===== config.mk =====
export PLATFORM = sky130hd
export DESIGN_NAME = bit_unstuffer_flat
export DESIGN_NICKNAME = d
export VERILOG_FILES = /design/src/rtl/bit_unstuffer_if.sv /design/src/rtl/bit_unstuffer.sv /design/src/flat_wrapper.sv
export SDC_FILE = /design/constraint.sdc
export NUM_CORES = 1
export LEC_CHECK = 0
export CELL_PAD_IN_SITES_DETAIL_PLACEMENT = 0
export CELL_PAD_IN_SITES_GLOBAL_PLACEMENT = 1
export CORE_UTILIZATION = 39
export DETAILED_ROUTE_END_ITERATION = 16
export GPL_ROUTABILITY_DRIVEN = 0
export PLACE_DENSITY = 0.88
export REMOVE_ABC_BUFFERS = 1
export SLEW_MARGIN = 10
export SYNTH_ARGS = -nofsm -noshare
export SYNTH_HDL_FRONTEND = slang
export SYNTH_SLANG_ARGS = --single-unit
export TNS_END_PERCENT = 50

===== constraint.sdc =====
create_clock -name clock -period 2.5 [get_ports clock]
set_input_delay 0.375 -clock clock [delete_from_list [all_inputs] [get_ports clock]]
set_output_delay 0.375 -clock clock [all_outputs]
set_load 0.1 [all_outputs]

===== src/rtl/bit_unstuffer_if.sv =====
// Bit-stream bus between the NRZI decoder side and the receive shift register side.
// The master drives the packet framing and the raw bits; the slave returns the unstuffed stream.
interface bit_unstuffer_if #(
    parameter int CNT_W = 11
);
    logic             rx_start;
    logic             rx_eop;
    logic             in_valid;
    logic             in_bit;
    logic             out_valid;
    logic             out_bit;
    logic             stuff_err;
    logic             active;
    logic [CNT_W-1:0] bit_cnt;

    modport master (
        output rx_start, rx_eop, in_valid, in_bit,
        input  out_valid, out_bit, stuff_err, active, bit_cnt
    );

    modport slave (
        input  rx_start, rx_eop, in_valid, in_bit,
        output out_valid, out_bit, stuff_err, active, bit_cnt
    );
endinterface


===== src/rtl/bit_unstuffer.sv =====
// Receive-side USB bit unstuffer: passes the PID through, then removes the 0 stuffed
// after every RUN_LEN consecutive 1s and flags a 1 found in a stuff position.
module bit_unstuffer #(
    parameter int PID_BITS = 8,
    parameter int RUN_LEN  = 6,
    parameter int CNT_W    = 11
) (
    input  logic           clock,
    input  logic           reset,
    bit_unstuffer_if.slave bus
);
    localparam int PC_W = $clog2(PID_BITS + 1);
    localparam int RC_W = $clog2(RUN_LEN + 1);
    localparam logic [PC_W-1:0] PID_LAST = PC_W'(PID_BITS);
    localparam logic [RC_W-1:0] RUN_LAST = RC_W'(RUN_LEN);

    typedef enum logic [2:0] {
        S_IDLE,
        S_PID,
        S_DATA,
        S_DROP,
        S_ERROR
    } state_t;

    state_t           state_q, state_d;
    logic [PC_W-1:0]  pid_q, pid_d;
    logic [RC_W-1:0]  run_q, run_d;
    logic [CNT_W-1:0] cnt_q, cnt_d;
    logic             valid_q, valid_d;
    logic             bit_q, bit_d;
    logic             err_q, err_d;
    logic             active_q, active_d;

    // NOTE: every signal written here gets a default first, so no path leaves one
    // unassigned and no latch is inferred.
    always_comb begin
        state_d = state_q;
        pid_d   = pid_q;
        run_d   = run_q;
        cnt_d   = cnt_q;
        valid_d = 1'b0;
        bit_d   = 1'b0;
        err_d   = 1'b0;

        // A restart takes effect before the coincident bit, which becomes PID bit 0.
        if (bus.rx_start) begin
            state_d = S_PID;
            pid_d   = '0;
            run_d   = '0;
            cnt_d   = '0;
        end

        if (bus.in_valid) begin
            unique case (state_d)
                S_PID: begin
                    valid_d = 1'b1;
                    bit_d   = bus.in_bit;
                    cnt_d   = cnt_d + CNT_W'(1);
                    pid_d   = pid_d + PC_W'(1);
                    if (pid_d == PID_LAST) begin
                        state_d = S_DATA;
                        run_d   = '0;
                    end
                end
                S_DATA: begin
                    valid_d = 1'b1;
                    bit_d   = bus.in_bit;
                    cnt_d   = cnt_d + CNT_W'(1);
                    if (bus.in_bit) begin
                        run_d = run_d + RC_W'(1);
                        if (run_d == RUN_LAST) state_d = S_DROP;
                    end else begin
                        run_d = '0;
                    end
                end
                S_DROP: begin
                    if (bus.in_bit) begin
                        err_d   = 1'b1;
                        state_d = S_ERROR;
                    end else begin
                        run_d   = '0;
                        state_d = S_DATA;
                    end
                end
                default: ;
            endcase
        end

        // End of packet applies after the coincident bit is handled; rx_start wins.
        if (bus.rx_eop && !bus.rx_start && state_d != S_IDLE) begin
            state_d = S_IDLE;
        end

        active_d = (state_d == S_PID) || (state_d == S_DATA) || (state_d == S_DROP);
    end

    // NOTE: sequential state uses non-blocking assignments so every register samples
    // the pre-edge values regardless of statement order.
    always_ff @(posedge clock) begin
        if (reset) begin
            state_q  <= S_IDLE;
            pid_q    <= '0;
            run_q    <= '0;
            cnt_q    <= '0;
            valid_q  <= 1'b0;
            bit_q    <= 1'b0;
            err_q    <= 1'b0;
            active_q <= 1'b0;
        end else begin
            state_q  <= state_d;
            pid_q    <= pid_d;
            run_q    <= run_d;
            cnt_q    <= cnt_d;
            valid_q  <= valid_d;
            bit_q    <= bit_d;
            err_q    <= err_d;
            active_q <= active_d;
        end
    end

    assign bus.out_valid = valid_q;
    assign bus.out_bit   = bit_q;
    assign bus.stuff_err = err_q;
    assign bus.active    = active_q;
    assign bus.bit_cnt   = cnt_q;
endmodule


===== src/flat_wrapper.sv =====
// flat-port wrapper written by rule: the top's interface ports become plain ports
module bit_unstuffer_flat 
#(
    parameter int PID_BITS = 8,
    parameter int RUN_LEN  = 6,
    parameter int CNT_W    = 11
)
  (clock, reset, bus_rx_start, bus_rx_eop, bus_in_valid, bus_in_bit, bus_out_valid, bus_out_bit, bus_stuff_err, bus_active, bus_bit_cnt);
  bit_unstuffer_if #(.CNT_W(CNT_W)) bus_i ();
  input  logic clock;
  input  logic reset;
  input wire logic [$bits(bus_i.rx_start)-1:0] bus_rx_start;
  input wire logic [$bits(bus_i.rx_eop)-1:0] bus_rx_eop;
  input wire logic [$bits(bus_i.in_valid)-1:0] bus_in_valid;
  input wire logic [$bits(bus_i.in_bit)-1:0] bus_in_bit;
  output wire logic [$bits(bus_i.out_valid)-1:0] bus_out_valid;
  output wire logic [$bits(bus_i.out_bit)-1:0] bus_out_bit;
  output wire logic [$bits(bus_i.stuff_err)-1:0] bus_stuff_err;
  output wire logic [$bits(bus_i.active)-1:0] bus_active;
  output wire logic [$bits(bus_i.bit_cnt)-1:0] bus_bit_cnt;
  assign bus_i.rx_start = bus_rx_start;
  assign bus_i.rx_eop = bus_rx_eop;
  assign bus_i.in_valid = bus_in_valid;
  assign bus_i.in_bit = bus_in_bit;
  assign bus_out_valid = bus_i.out_valid;
  assign bus_out_bit = bus_i.out_bit;
  assign bus_stuff_err = bus_i.stuff_err;
  assign bus_active = bus_i.active;
  assign bus_bit_cnt = bus_i.bit_cnt;
  bit_unstuffer #(.PID_BITS(PID_BITS), .RUN_LEN(RUN_LEN), .CNT_W(CNT_W)) u_core (.clock(clock), .reset(reset), .bus(bus_i));
endmodule

After elaboration in Yosys (flattened, before gate mapping)
Cells that the tools add are included.
{ "classes": {"addsub": 3, "n_eq_ne": 8, "mux": 22, "bitwise_logic": 3, "n_reduce_logical": 10} }
{ "op_table": {"columns": ["operator", "count"], "rows": [
  ["$mux 3", 12],
  ["$mux 11", 3],
  ["$pmux 3 s3", 2],
  ["$eq 3x2->1 const B", 4],
  ["$mux 4", 3],
  ["$add 11x1->11 const B", 1],
  ["$eq 3x1->1 const B", 2],
  ["$reduce_or 3->1", 2],
  ["$add 4x1->4 const B", 1],
  ["$eq 4x4->1 const B", 1],
  ["$reduce_or 2->1", 2],
  ["$add 3x1->3 const B", 1],
  ["$eq 3x3->1 const B", 1],
  ["$not 1->1", 3],
  ["$reduce_bool 3->1", 1],
  ["$logic_and 1x1->1", 2],
  ["$logic_or 1x1->1", 2],
  ["$mux 1", 2],
  ["$logic_not 1->1", 1]
]} }
{ "totals": {"reg_bits": 25, "inputBits": 6, "output_inout_bits": 15, "elab_cells": 54} }

Logic depth before layout (Yosys ltp)
{ "depth": {"word_depth": 13, "depth_mapped": 8} }

Worst setup path after synthesis
No wires, ideal clock.
{ "synth_path": {"kind": "reg-to-reg", "startpoint": "register u_core.cnt_q[0] (netlist: u_core.bus.bit_cnt[0])", "endpoint": "register u_core.cnt_q[10] (netlist: u_core.bus.bit_cnt[10])", "setup_time_ns": 0.070, "arrival_ns": 2.256, "t_required_ns": 2.430, "slack_ns": 0.174, "stages_incl_launch_ff": 7, "period_less_slack_ns": 2.326, "path_cell_list": "dfxtp_1 -> nand2b_1 -> inv_1 -> ha_1 -> nand4_4 -> or4_1 -> a21oi_1"} }
{ "synth_between": {"elab_chain_len": 4} }
{ "synth_lines": {"columns": ["element", "line_no", "rtl"], "rows": [
  ["from (decl)", "bit_unstuffer.sv:28", "logic [CNT_W-1:0] cnt_q, cnt_d;"],
  ["from (signal assigned)", "bit_unstuffer.sv:113", "cnt_q <= cnt_d;"],
  ["$mux 11", "bit_unstuffer.sv:46", "if (bus.rx_start) begin"],
  ["$add 11x1->11", "bit_unstuffer.sv:58, bit_unstuffer.sv:68", null],
  ["$mux 11", null, null],
  ["$mux 11", "bit_unstuffer.sv:53", "if (bus.in_valid) begin"]
]} }
No other way between the ends.
A chain may end at the register's enable or synchronous reset.

Worst setup path in the final report
{ "layout_path": {"startpoint": "input bus_rx_start", "endpoint": "register u_core.run_q[2]"} }
{ "layout_between": {"elab_chain_len": 6, "elab_cells_between_ends": 14, "cone_classes": "add/sub (2); eq/ne (4); mux (8)"} }
{ "layout_lines": {"columns": ["element", "line_no", "rtl"], "rows": [
  ["from (decl)", "flat_wrapper.sv:12", "input wire logic [$bits(bus_i.rx_start)-1:0] bus_rx_start;"],
  ["$mux 4", "bit_unstuffer.sv:46", null],
  ["$add 4x1->4", "bit_unstuffer.sv:59", "pid_d = pid_d + PC_W'(1);"],
  ["$eq 4x4->1", "bit_unstuffer.sv:60", "if (pid_d == PID_LAST) begin"],
  ["$mux 3", "bit_unstuffer.sv:60", null],
  ["$pmux 3 s3", "bit_unstuffer.sv:54", "unique case (state_d)"],
  ["$mux 3 *", "bit_unstuffer.sv:53", null],
  ["to (signal assigned)", "bit_unstuffer.sv:112", "run_q <= run_d;"],
  ["to (decl)", "bit_unstuffer.sv:27", "logic [RC_W-1:0] run_q, run_d;"]
]} }
Mark *: on every way between the ends. The rest lies on a longest branch, timed or not.

==> results.sh <==
export IMPL_synth_top_cell_area_share_pct=38.6
export IMPL_synthToLayoutAreaGrowth_pct=21.0
export IMPL_worst_slew_pin_transition_ns=0.381
export IMPL_antenna_violating_nets_post_route=0
export IMPL_post_route_cells_drive_above_1_share_pct=19.0
export IMPL_detail_route_wl_per_cell_um=12.9
export IMPL_final_min_clock_period_ns=2.13
export IMPL_global_route_overflow_total=0
export IMPL_maxSlewHeadroom_pct=74.2
export IMPL_core_area_um2=3100
export IMPL_hold_violations=0
export IMPL_peakVddDrop_mv=0.212
export IMPL_synth_enable_flop_cells=0
export IMPL_finalSetupTns_ns=0
export IMPL_synthTopCellsByCount="25 x dfxtp_1, 20 x nor2_1, 11 x nand3_1"
export IMPL_ys_dominant_reg_cell="dfxtp_1"
export IMPL_drt_wirelength_um=2820
export IMPL_crit_path_end_kind="flip-flop"
export IMPL_postSynthRegisterBits=25
export IMPL_core_rowCount=20
export IMPL_final_net_count=184
export IMPL_groute_layer_met2_usage_pct=32.2
export IMPL_post_cts_hold_buffer_count=0
export IMPL_cts_buffers_inserted=3
export IMPL_diodes=0
export IMPL_starting_density_of_the_core_pct=41.8
export IMPL_post_synth_top_area_cell="dfxtp_1"
export IMPL_yosysSeqAreaShare_pct=38.6
export IMPL_ys_async_sr_fraction_pct=0
export IMPL_rsz_0062_raised_after_global_routing="no"
export IMPL_via_count=1142
export IMPL_cts_root_buffer_cell="clkbuf_4"
export IMPL_rr_endpoint="u_core.bus.active$_SDFF_PP0_"
export IMPL_ys_warnings_count=0
export IMPL_grt_pass1_wl_um=4750
export IMPL_post_cts_setup_buffer_count=0
export IMPL_worstPathArrival_ns=2.34
export IMPL_max_clock_path_buffers=2
export IMPL_sink_count=25
export IMPL_gr_usage_met1_pct=21.0
export IMPL_syn_instance_count=149
export IMPL_clk_transition_reported_paths_ns=0.13
export IMPL_grt_use_met3_pct=3.03
export IMPL_tritoncts="yes"
export IMPL_post_route_drc_count=0
export IMPL_final_period_utilization_pct=85.2
export IMPL_slew_viol_final=0
export IMPL_setup_violations=0
export IMPL_worst_r2r_setup_slack_ns=0.63
export IMPL_highest_fanout_seen_on_the_critical_path=11
export IMPL_placement_io_buffers=20
export IMPL_pwrdens_nw_per_um2=442
export IMPL_first_global_vias=1077
export IMPL_mappedNetlistArea_um2=1300
export IMPL_grt_total_usage_pct=17.8
export IMPL_cts_resized=0
export IMPL_worst_hold_path_num_cells=2
export IMPL_max_freq_ghz=0.470
export IMPL_run_status="completed"
export IMPL_hpwlAfterDp_um=2170
export IMPL_most_used_routing_layer_in_global_routing="met2"
export IMPL_htree_levels=1
export IMPL_ys_top_cells_by_area="dfxtp_1 39%, nor2_1 5.8%, xnor2_1 4.7%"
export IMPL_skew_ns=0.00179
export IMPL_drt_pass1_iterations=4
export IMPL_pin_count_of_the_biggest_net_entering_global_routing=14
export IMPL_timing_hold_worst_endpoint="u_core.bus.bit_cnt[10]$_SDFF_PP0_"
export IMPL_r2r_start="u_core.state_q[0]$_SDFF_PP0_"
export IMPL_power_mw=0.694
export IMPL_min_delay_start="u_core.bus.bit_cnt[10]$_SDFF_PP0_"
export IMPL_max_cap_violations=0
export IMPL_setup_worst_path_class="input pin to flip-flop"
export IMPL_power_static_leakage_nw=0.605
export IMPL_antenna_found_initial=0
export IMPL_post_drt_via_cell_ratio=5.24
export IMPL_chipWidth_um=59.7
export IMPL_most_used_standard_cell_by_instance_count_after_synthesis="dfxtp_1"
export IMPL_synth_area_per_cell_um2=8.71
export IMPL_die_outline_area_um2=3560
export IMPL_r2r_cells=5
export IMPL_holdCritPathClass="flip-flop to flip-flop"
export IMPL_die_height_um=59.7
export IMPL_synthDistinctLibCells=46
export IMPL_drtIter0Drc=39
export IMPL_worst_setup_path_start_kind="input pin"
export IMPL_clkLatencyLatePin_ns=0.31
export IMPL_floorplan_io_pins=21
export IMPL_worst_ep_required_time_ns=2.71
==> flip-flops by register name, summed over array words and instances (netlist names) <==
signal                flops
u_core.bus.bit_cnt       11
u_core.pid_q              4
u_core.state_q            3
u_core.run_q              3
u_core.bus.active         1
u_core.bus.out_bit        1
u_core.bus.stuff_err      1
u_core.bus.out_valid      1
==> through the flow <==
| step | utilization [%] | hold slack [ns] | instance area [µm²] | worst slack [ns] | instances |
|---|---|---|---|---|---|
| 2_1_floorplan | - | 0.444 | 1250 | 0.174 | 140 |
| 3_3_place_gp | 49.8 | 0.469 | 1540 | 0.153 | 214 |
| 3_5_place_dp | 49.8 | 0.477 | 1540 | 0.0335 | 214 |
| 4_1_cts | 50.6 | 0.496 | 1570 | 0.383 | 218 |
| 5_1_grt | 50.6 | 0.532 | 1570 | 0.176 | 218 |
| 6_report | 50.6 | 0.496 | 1570 | 0.371 | 218 |
==> report_power, final <==
part / internal, mW / total, mW / switching, mW
logic: 0.0351 / 0.104 / 0.0687
clock network: 0.0623 / 0.178 / 0.116
registers: 0.405 / 0.412 / 0.00656
==> cell usage in the layout, fill, tap and decap left out, types with 2 or more instances in the layout <==
cell type and count:
nand2_1 8, or4_1 2, nor4_1 3, xnor2_1 7
nand3_1 11, ha_1 3, a21oi_1 3, a22oi_1 2
a31oi_1 2, buf_4 25, nor3_1 5, clkdlybuf4s50_1 5
o21ai_0 2, nand4_1 3, nor4b_1 2, mux2i_1 2
and3_1 2, dfxtp_1 25, nor2b_1 9, nor2_1 20
xor2_1 4, o21bai_1 2, inv_1 3, clkbuf_4 3
==> worst max-delay path by stage <==
stage                                     startpoint                                end  slack (ns)  cells past startpoint
floorplan           u_core.bus.bit_cnt[0]$_SDFF_PP0_  u_core.bus.bit_cnt[10]$_SDFF_PP0_        0.17                      6
global placement                        bus_rx_start  u_core.bus.bit_cnt[10]$_SDFF_PP0_        0.15                      7
detailed placement                      bus_rx_start         u_core.run_q[2]$_SDFF_PP0_        0.03                      7
CTS                                     bus_rx_start         u_core.run_q[2]$_SDFF_PP0_        0.38                      7
global route                            bus_rx_start         u_core.run_q[2]$_SDFF_PP0_        0.18                      7
finish                                  bus_rx_start         u_core.run_q[2]$_SDFF_PP0_        0.37                      7
==> area by class of cell <==
type                            count  area, µm²
Clock buffer                        4       26.3
Fill cell                         314       1530
Inverter                            3       11.3
Multi-Input combinational cell    112        739
Sequential cell                    25        500
Tap cell                           44       55.1
Timing Repair Buffer               30        238
==> worst max-delay path, cell delays in order <==
cell and delay, ns:
clkdlybuf4s50_1 0.61, nor2b_1 0.28, ha_1 0.21, o2111a_1 0.22
o221ai_1 0.20, nor4b_1 0.36, nor3_1 0.09
==> logic make-up (layout without fill, tap and decap cells) <==
family / after synthesis / after routing / share of synthesized area (%)
xor+xnor: 12 / 12 / 8.68
simple gates: 74 / 74 / 31.5
flops: 25 / 25 / 38.6
mux: 2 / 2 / 1.54
compound gates: 21 / 21 / 12.3
fa+ha+maj: 3 / 3 / 2.89
buf+inv: 12 / 37 / 4.44
==> metal layers <==
metal	routed length, µm	share of wire (%)
met5	0	0
met4	7	0.25
met3	104	3.7
met2	1400	50
met1	1300	46
Power figures use the tool's default switching activity.
